--- src/rtl/regfile_scoreboard_if.sv ---
// Decode-side handshake between the instruction decoder and the register-file hazard scoreboard.
// The master modport drives decoded operands and write-back; the slave modport is the scoreboard.
interface regfile_scoreboard_if #(
    parameter int unsigned STALL_W = 32
);
    logic               issue_valid;
    logic               issue_ready;
    logic               use_rn;
    logic [4:0]         rn;
    logic               use_rm;
    logic [4:0]         rm;
    logic               wr_en;
    logic [4:0]         rd;
    logic               wb_valid;
    logic [4:0]         wb_reg;
    logic               flush;
    logic               busy_any;
    logic               wb_error;
    logic [STALL_W-1:0] stall_count;

    modport master (
        output issue_valid, use_rn, rn, use_rm, rm, wr_en, rd, wb_valid, wb_reg, flush,
        input  issue_ready, busy_any, wb_error, stall_count
    );

    modport slave (
        input  issue_valid, use_rn, rn, use_rm, rm, wr_en, rd, wb_valid, wb_reg, flush,
        output issue_ready, busy_any, wb_error, stall_count
    );
endinterface

--- src/rtl/regfile_scoreboard.sv ---
// Issue-side hazard controller: per-register pending-write counters that stall issue until the
// producing write-back has reached the 32x64 register file. Register 31 (XZR) is never tracked.
module regfile_scoreboard #(
    parameter int unsigned CNT_W   = 2,
    parameter int unsigned STALL_W = 32
) (
    input logic                  clk,
    input logic                  reset_n,
    regfile_scoreboard_if.slave  bus
);

    localparam logic [CNT_W-1:0]   CntMax   = {CNT_W{1'b1}};
    localparam logic [CNT_W-1:0]   CntOne   = CNT_W'(1);
    localparam logic [STALL_W-1:0] StallMax = {STALL_W{1'b1}};
    localparam logic [4:0]         Xzr      = 5'd31;

    logic [CNT_W-1:0]   cnt_q [31];
    logic [CNT_W-1:0]   cnt_d [31];
    logic [CNT_W-1:0]   cnt_view [32];
    logic [30:0]        inc_vec;
    logic [30:0]        dec_vec;
    logic               wb_error_q, wb_error_d;
    logic [STALL_W-1:0] stall_q, stall_d;

    logic rn_haz, rm_haz, rd_haz;
    logic issue_ready, accept, wb_orphan, busy;

    // XZR reads as a constant-zero counter so it can never raise a hazard.
    always_comb begin
        for (int i = 0; i < 31; i++) begin
            cnt_view[i] = cnt_q[i];
        end
        cnt_view[31] = '0;
    end

    // A source with exactly one pending write that retires this cycle is readable thanks to
    // write-before-read in the register file.
    assign rn_haz = bus.use_rn && (cnt_view[bus.rn] != '0) &&
                    !((cnt_view[bus.rn] == CntOne) && bus.wb_valid && (bus.wb_reg == bus.rn));
    assign rm_haz = bus.use_rm && (cnt_view[bus.rm] != '0) &&
                    !((cnt_view[bus.rm] == CntOne) && bus.wb_valid && (bus.wb_reg == bus.rm));
    assign rd_haz = bus.wr_en && (bus.rd != Xzr) && (cnt_view[bus.rd] == CntMax) &&
                    !(bus.wb_valid && (bus.wb_reg == bus.rd));

    assign issue_ready = !bus.flush && !rn_haz && !rm_haz && !rd_haz;
    assign accept      = bus.issue_valid && issue_ready;
    assign wb_orphan   = bus.wb_valid && (bus.wb_reg != Xzr) && (cnt_view[bus.wb_reg] == '0);

    always_comb begin
        inc_vec = '0;
        dec_vec = '0;
        for (int r = 0; r < 31; r++) begin
            inc_vec[r] = accept && bus.wr_en && (bus.rd == 5'(r));
            dec_vec[r] = bus.wb_valid && (bus.wb_reg == 5'(r)) && (cnt_q[r] != '0);
            cnt_d[r]   = cnt_q[r];
            if (bus.flush) begin
                cnt_d[r] = '0;
            end else if (inc_vec[r] && !dec_vec[r]) begin
                cnt_d[r] = cnt_q[r] + CntOne;
            end else if (dec_vec[r] && !inc_vec[r]) begin
                cnt_d[r] = cnt_q[r] - CntOne;
            end
        end
    end

    always_comb begin
        wb_error_d = wb_error_q || (!bus.flush && wb_orphan);
        stall_d    = stall_q;
        if (bus.issue_valid && !issue_ready && (stall_q != StallMax)) begin
            stall_d = stall_q + STALL_W'(1);
        end
    end

    always_comb begin
        busy = 1'b0;
        for (int i = 0; i < 31; i++) begin
            busy = busy || (cnt_q[i] != '0);
        end
    end

    always_ff @(posedge clk or negedge reset_n) begin
        if (!reset_n) begin
            for (int i = 0; i < 31; i++) begin
                cnt_q[i] <= '0;
            end
            wb_error_q <= 1'b0;
            stall_q    <= '0;
        end else begin
            for (int i = 0; i < 31; i++) begin
                cnt_q[i] <= cnt_d[i];
            end
            wb_error_q <= wb_error_d;
            stall_q    <= stall_d;
        end
    end

    assign bus.issue_ready = issue_ready;
    assign bus.busy_any    = busy;
    assign bus.wb_error    = wb_error_q;
    assign bus.stall_count = stall_q;

endmodule

--- src/flat_wrapper.sv ---
// flat-port wrapper written by rule: the top's interface ports become plain ports
module regfile_scoreboard_flat 
#(
    parameter int unsigned CNT_W   = 2,
    parameter int unsigned STALL_W = 32
)
  (clk, reset_n, bus_issue_valid, bus_use_rn, bus_rn, bus_use_rm, bus_rm, bus_wr_en, bus_rd, bus_wb_valid, bus_wb_reg, bus_flush, bus_issue_ready, bus_busy_any, bus_wb_error, bus_stall_count);
  regfile_scoreboard_if #(.STALL_W(STALL_W)) bus_i ();
  input logic clk;
  input logic reset_n;
  input wire logic [$bits(bus_i.issue_valid)-1:0] bus_issue_valid;
  input wire logic [$bits(bus_i.use_rn)-1:0] bus_use_rn;
  input wire logic [$bits(bus_i.rn)-1:0] bus_rn;
  input wire logic [$bits(bus_i.use_rm)-1:0] bus_use_rm;
  input wire logic [$bits(bus_i.rm)-1:0] bus_rm;
  input wire logic [$bits(bus_i.wr_en)-1:0] bus_wr_en;
  input wire logic [$bits(bus_i.rd)-1:0] bus_rd;
  input wire logic [$bits(bus_i.wb_valid)-1:0] bus_wb_valid;
  input wire logic [$bits(bus_i.wb_reg)-1:0] bus_wb_reg;
  input wire logic [$bits(bus_i.flush)-1:0] bus_flush;
  output wire logic [$bits(bus_i.issue_ready)-1:0] bus_issue_ready;
  output wire logic [$bits(bus_i.busy_any)-1:0] bus_busy_any;
  output wire logic [$bits(bus_i.wb_error)-1:0] bus_wb_error;
  output wire logic [$bits(bus_i.stall_count)-1:0] bus_stall_count;
  assign bus_i.issue_valid = bus_issue_valid;
  assign bus_i.use_rn = bus_use_rn;
  assign bus_i.rn = bus_rn;
  assign bus_i.use_rm = bus_use_rm;
  assign bus_i.rm = bus_rm;
  assign bus_i.wr_en = bus_wr_en;
  assign bus_i.rd = bus_rd;
  assign bus_i.wb_valid = bus_wb_valid;
  assign bus_i.wb_reg = bus_wb_reg;
  assign bus_i.flush = bus_flush;
  assign bus_issue_ready = bus_i.issue_ready;
  assign bus_busy_any = bus_i.busy_any;
  assign bus_wb_error = bus_i.wb_error;
  assign bus_stall_count = bus_i.stall_count;
  regfile_scoreboard #(.CNT_W(CNT_W), .STALL_W(STALL_W)) u_core (.clk(clk), .reset_n(reset_n), .bus(bus_i));
endmodule
--- config.mk ---
export PLATFORM = sky130hd
export DESIGN_NAME = regfile_scoreboard_flat
export DESIGN_NICKNAME = d
export VERILOG_FILES = /design/src/rtl/regfile_scoreboard_if.sv /design/src/rtl/regfile_scoreboard.sv /design/src/flat_wrapper.sv
export SDC_FILE = /design/constraint.sdc
export NUM_CORES = 1
export LEC_CHECK = 0
export CORE_ASPECT_RATIO = 0.8
export CORE_MARGIN = 5
export CORE_UTILIZATION = 45
export DETAILED_ROUTE_END_ITERATION = 8
export PLACE_DENSITY = 0.71
export SYNTH_ARGS = -nofsm -noshare
export SYNTH_HDL_FRONTEND = slang
export SYNTH_SLANG_ARGS = --single-unit
export TNS_END_PERCENT = 5
--- constraint.sdc ---
create_clock -name clk -period 6.2 [get_ports clk]
set_input_delay 0.62 -clock clk [delete_from_list [all_inputs] [get_ports clk]]
set_output_delay 0.62 -clock clk [all_outputs]
set_load 0.03 [all_outputs]
==> flow_summary.toml, run 1 <==
[run_status]
outcome = "complete, no violations"

[yosys]
synth_mux_area_share_pct = 9.062
synth_compound_area_share_pct = 16.97
yosys.area_share.xor_xnor_pct = 8.340
syn_area_per_cell_um2 = 8.193
syn-num-nets = 939
ys_ff_latch = 95
synthSimpleGateAreaFrac_pct = 29.10
syn_inst = 910
synth_top_family_by_area = "simple AND/OR/NAND/NOR gates"
yosys.area_share.adder_pct = 0.1678
synthesis.area_mm2 = 0.007456
synth_cell_type_count = 62
ys_seq_area_share_pct = 31.88
yosysWarnings = 0
ys.flop_type = "dfrtp_1"
async_flop_share_pct = 100.0
synth_edf_count = 0

[sta]
relSlewSlack_pct = 25.82
fin_crit_ns = 4.903
fin_skew_ns = 0.007625
whs_ns = 0.2017
maxSlewViolCount = 0
setup_tns_ns = 0
rsz0062_at_grt = "no"
worst_pin_slew_ns = 1.110
finalCritPeriodShare_pct = 79.09
final_hold_viol_count = 0
max_freq_ghz = 0.2039
setup_viol = 0

[detailed_routing]
drt_iter0_drc = 827
ant_nets = 0
drc = 0
viasPerCell = 6.319
vias = 7298
drtPass1Iterations = 5
wl_um = 23460
routedWlPerCell_um = 20.31

[pwr]
p_sw_share_pct = 32.00
seq_power_share_pct = 44.3
p_leak_nw = 3.224
p_clk_share_pct = 36.2
pwr-share-comb_pct = 19.5
peakVddDrop_v = 0.0001333
intPower_w = 0.001032
power_density_mw_per_mm2 = 179.9
power_switching_w = 0.0004857

[run]
cap_violations = 0

[floorplanning]
fp.dieH_um = 125.1
start_util_pct = 45.47
core_mm2 = 0.01640
placementRows = 42
design.portCount = 63
die_area_mm2 = 0.01926
fp.dieW_um = 153.9

[placed_design]
dpl-instance-area_mm2 = 0.008142
port_buffers = 62
post-dp-hpwl_um = 16950
globalplace.congestion = 0.9954

[final_layout]
area_growth_pct = 13.16
final_area_mm2 = 0.008437
num_antenna_cells = 0
final_nets = 959
drive_gt1_share_pct = 7.273
final_util_pct = 51.46

[clock_tree]
cts_setup_buffers = 0
cts-htree-levels = 3
clkTransAtPathRegs_ns = 0.07
cts_buffers = 9
clk_path_buf_depth = 2
cts_tree = "built"
ctsResizeCount = 0
hold_buffers = 0
insertion_delay_ns = 0.35
cts_sinks = 95
cts_root_buffer = "clkbuf_16"

[setup_path]
cp-end-kind = "output port"
worstSetupPathType = "input pin to output port"
startpoint_type = "input pin"
cp_data_arrival_time_ns = 4.28
r2r_end = "u_core.cnt_q[43]"
reg2reg_slack_ns = 2.61
required_ns = 5.58
path_max_fanout = 21
rr_startpoint = "u_core.cnt_q[7]"
reg2reg_depth = 8

[grt]
grt_pass1_vias = 6743
grt_overflow = 0
antenna_found_initial = 0
grt_max_degree = 71
grt_pass1_wl_um = 37570
globalRouteTotalUtil_pct = 24.17

[hold_path]
hold_class = "input pin to async pin"
-- cells in the final DEF (no fill, tap or decap), drive strengths merged, types with 5 or more instances in the layout --
cell           netlist  final
nand4               18     18
nor2b               19     19
mux2i               27     27
buf                 26     14
o211ai              18     18
xnor2               53     53
clkinv               0      5
nand2               94     94
clkdlybuf4s50        0     60
o21ai               37     37
mux2                 8      8
inv                 11     12
dfrtp               95     95
or2                  6      6
nor2                82     82
mux4                14     14
a21oi               70     70
a211oi              17     17
and3                13     13
and2                17     17
xor2                18     18
o21bai               5      5
clkbuf              39      9
nor3b               18     18
or4                 10     10
nor4                19     19
or3                  8      8
nor3                35     35
nand3               52     52
nand2b              24     24
-- registers in the layout, summed over array words and instances (netlist names) --
name and count:
u_core.cnt_q 62, u_core.bus.wb_error 1, u_core.bus.stall_count 32
-- stage by stage --
stage | worst slack, ns | std cells | power (W)
after detailed placement | 1.293 | 1139 | 0.0009790
after global routing | 1.058 | 1155 | 0.001582
after CTS | 1.277 | 1155 | 0.001530
after global placement | 1.372 | 1139 | 0.0009765
after floorplan | 2.720 | 910 | 0.0008564
final | 1.297 | 1155 | 0.001518
-- routing by layer --
layer	routed length, um	track usage [%]
met1	10230	36.68
met2	9657	33.98
met3	2895	5.354
met4	672	7.944
met5	0	0
-- power groups by stage --
| stage | Combinational, W | Clock (W) | Sequential, W |
|---|---|---|---|
| 2_1_floorplan | 0.000143 | 0 | 0.000713 |
| 5_1_grt | 0.000319 | 0.000585 | 0.000678 |
| 3_3_place_gp | 0.000292 | 0 | 0.000684 |
| 6_report | 0.000296 | 0.000549 | 0.000672 |
| 4_1_cts | 0.000295 | 0.000562 | 0.000673 |
| 3_5_place_dp | 0.000294 | 0 | 0.000685 |
-- area by class of cell --
class / count / area (um^2)
Timing Repair Buffer: 74 / 703.2
Inverter: 11 / 41.29
Clock inverter: 7 / 70.07
Tap cell: 220 / 275.3
Clock buffer: 9 / 225.2
Multi-Input combinational cell: 739 / 4745
Sequential cell: 95 / 2377
Fill cell: 1570 / 7959
-- Yosys cell counts (all sizes together) (2+ instances only) --
library cell	n	area share [%]
dfrtp	95	32
a21bo	4	0.54
or3b	3	0.35
or4	10	1.2
o2bb2ai	4	0.47
o22ai	4	0.34
a21oi	70	4.7
a31oi	4	0.34
nor4	19	1.8
a211oi	17	1.7
a2bb2oi	3	0.35
o21ai	37	2.5
xor2	18	2.1
or3	8	0.67
inv	11	0.55
a22oi	3	0.30
and2	17	1.4
mux4	14	4.2
a221o	2	0.27
nand3b	2	0.20
clkbuf	39	2.0
o211ai	18	1.8
nand3	52	3.5
nand4	18	1.5
and3	13	1.1
a221oi	2	0.40
or2	6	0.50
buf	26	2.0
o21a	4	0.40
a2111oi	2	0.23
a211o	2	0.23
mux2	8	1.2
o31ai	4	0.40
nor3b	18	1.8
xnor2	53	6.2
nor2b	19	1.6
o2111ai	2	0.23
o21bai	5	0.50
nand2b	24	2.0
nor2	82	4.1
mux2i	27	3.6
a41o	4	0.54
nand2	94	4.7
nor3	35	2.4
-- how the worst max path moves through the flow --
stage / end / cells past startpoint / start
after floorplan: u_core.cnt_q[43] / 10 / bus_rn[2]
after global placement: bus_issue_ready / 8 / bus_rn[0]
after detailed placement: bus_issue_ready / 8 / bus_rn[0]
after CTS: bus_issue_ready / 8 / bus_rn[0]
after global routing: bus_issue_ready / 9 / bus_rn[0]
final: bus_issue_ready / 8 / bus_rn[0]
-- critical path, cell delays in order --
cell and delay, ns:
clkdlybuf4s50_1 0.96, buf_4 0.37, mux4_2 0.53, o211ai_1 0.17
o211a_1 0.20, o32ai_2 0.14, nor3_2 0.50, clkdlybuf4s50_1 0.78
-- kinds of logic after synthesis --
logic type,count (synthesis)
compound gates,196
flops,95
mux,49
buf+inv,76
xor+xnor,71
simple gates,422
fa+ha+maj,1
Note: power is estimated with default switching activity, not from simulation.
==> run 2, diff against run 1 <==
PLACE_DENSITY = 0.73   (was 0.71)
clock period = 4.4 ns   (was 6.2 ns; I/O delays follow)
==> run 2 against run 1 <==
First-iteration DRC count is 24% higher. Register-to-register slack worse by 1.7 ns. Wire length is 0.80% higher. Hold slack better by 0.0092 ns. Core utilization is 0.65 points higher. Final cell count is 1.0% higher. Global-route usage is 0.074 points lower. Count of clock-buffer cells in the layout is 3 higher. Design area is 1.3% higher.
==> flow_summary.toml, run 2 (synthesis gave the netlist of run 1 again) <==
[clock_tree]
cts_buffers = 9
cts_sinks = 95
insertion_delay_ns = 0.35
hold_buffers = 0
cts_setup_buffers = 0
cts_tree = "built"
cts-htree-levels = 3
cts_root_buffer = "clkbuf_16"
clk_path_buf_depth = 2
clkTransAtPathRegs_ns = 0.06
ctsResizeCount = 0

[floorplanning]
start_util_pct = 45.47
die_area_mm2 = 0.01926
core_mm2 = 0.01640
design.portCount = 63
fp.dieH_um = 125.1
placementRows = 42
fp.dieW_um = 153.9

[setup_path]
cp_data_arrival_time_ns = 4.11
reg2reg_depth = 8
reg2reg_slack_ns = 0.90
path_max_fanout = 18
r2r_end = "u_core.cnt_q[43]"
startpoint_type = "input pin"
rr_startpoint = "u_core.cnt_q[13]"
cp-end-kind = "flop"
worstSetupPathType = "input pin to flop"
required_ns = 4.67

[pwr]
power_density_mw_per_mm2 = 261.8
peakVddDrop_v = 0.0002104
pwr-share-comb_pct = 19.1
seq_power_share_pct = 42.4
power_switching_w = 0.0006708
p_sw_share_pct = 29.99
p_clk_share_pct = 38.6
p_leak_nw = 3.295
intPower_w = 0.001566

[final_layout]
largest_register_ffs = 62
multi_input_area_mm2 = 0.004745
final_nets = 971
final_area_mm2 = 0.008543
drive_gt1_share_pct = 8.237
final_cell_mix = "dfrtp_1, nand2_1, nor2_1"
largest-register = "u_core.cnt_q"
fillers = 1585
area_growth_pct = 14.58
final_common_cell = "dfrtp_1"
seqCellArea_mm2 = 0.002377
num_antenna_cells = 0

[detailed_routing]
ant_nets = 0
vias = 7386
viasPerCell = 6.329
routedWlPerCell_um = 20.26
drt_iter0_drc = 1028
drc = 0
wl_um = 23650
drtPass1Iterations = 6

[sta]
final_hold_viol_count = 0
maxSlewViolCount = 0
rsz0062_at_grt = "no"
fin_skew_ns = 0.008654
finalCritPeriodShare_pct = 87.31
worst_pin_slew_ns = 1.189
setup_viol = 0
setup_tns_ns = 0
max_freq_ghz = 0.2603
relSlewSlack_pct = 20.47
fin_crit_ns = 3.841

[grt]
grt_overflow = 0
antenna_found_initial = 0
globalRouteTotalUtil_pct = 24.10
grt_max_degree = 71
grt_pass1_wl_um = 37470
grt_pass1_vias = 6750

[run_status]
outcome = "complete, no violations"

[run]
cap_violations = 0

[placed_design]
port_buffers = 62
dpl-instance-area_mm2 = 0.008229
globalplace.congestion = 0.9872
post-dp-hpwl_um = 16850

[hold_path]
hold_class = "input pin to async pin"
-- run 2: cell types whose count changed in the layout (fill, tap and decap cells not counted), sizes merged --
cell | previous run | this run
buf | 14 | 27
bufinv | 0 | 2
clkbuf | 9 | 12
clkdlybuf4s50 | 60 | 59
clkinv | 5 | 1
clkinvlp | 1 | 0
-- run 2: power groups by stage --
stage | registers [W] | clock network, W | logic (W)
after CTS | 0.000948 | 0.000874 | 0.000423
after global routing | 0.000954 | 0.000909 | 0.000460
after detailed placement | 0.000965 | 0 | 0.000421
after global placement | 0.000964 | 0 | 0.000420
final | 0.000948 | 0.000863 | 0.000426
after floorplan | 0.00100 | 0 | 0.000202
-- run 2: worst max-delay path by stage --
stage,startpoint,end,slack (ns),cells after the start
after global routing,bus_rm[2],u_core.cnt_q[43],0.30,10
after detailed placement,bus_rm[2],u_core.cnt_q[43],0.31,10
after floorplan,bus_rn[2],u_core.cnt_q[43],1.10,10
final,bus_rm[2],u_core.cnt_q[43],0.56,10
after global placement,bus_rm[2],u_core.cnt_q[45],0.39,10
after CTS,bus_rm[2],u_core.cnt_q[43],0.67,10
-- run 2: stage by stage --
stage          utilization (%)  hold slack, ns  instances  total power (W)  worst slack [ns]
2_1_floorplan                -          0.1444        910         0.001207             1.100
3_3_place_gp             50.19          0.4658       1151         0.001384            0.3947
3_5_place_dp             50.19          0.4616       1151         0.001386            0.3137
4_1_cts                  52.11          0.2562       1167         0.002245            0.6657
5_1_grt                  52.11          0.2915       1167         0.002323            0.2989
6_report                 52.11          0.2108       1167         0.002237            0.5585
-- run 2: critical path, stage by stage --
cell	delay, ns
clkdlybuf4s50_1	0.82
xor2_1	0.30
nor4_1	0.30
nand3_1	0.21
a221oi_2	0.31
o32ai_2	0.16
nor3_2	0.52
nand4_1	0.43
or3_1	0.47
a21oi_1	0.14
-- run 2: cell type report --
cell class,instances,share of cell area [%]
multi-input combinational,739,55.54
clock inverter,4,0.9080
clock buffer,12,2.768
timing repair buffer,86,9.256
tap,220,3.222
sequential,95,27.83
inverter,11,0.4833
-- run 2: routing by layer --
layer / global-route usage [%] / vias to the layer above / share of wire, %
met2: 34.03 / 426 / 42
met5: 0 / - / 0
met1: 36.87 / 3558 / 43
met3: 5.216 / 56 / 13
li1: - / 3346 / -
met4: 7.165 / 0 / 2.6
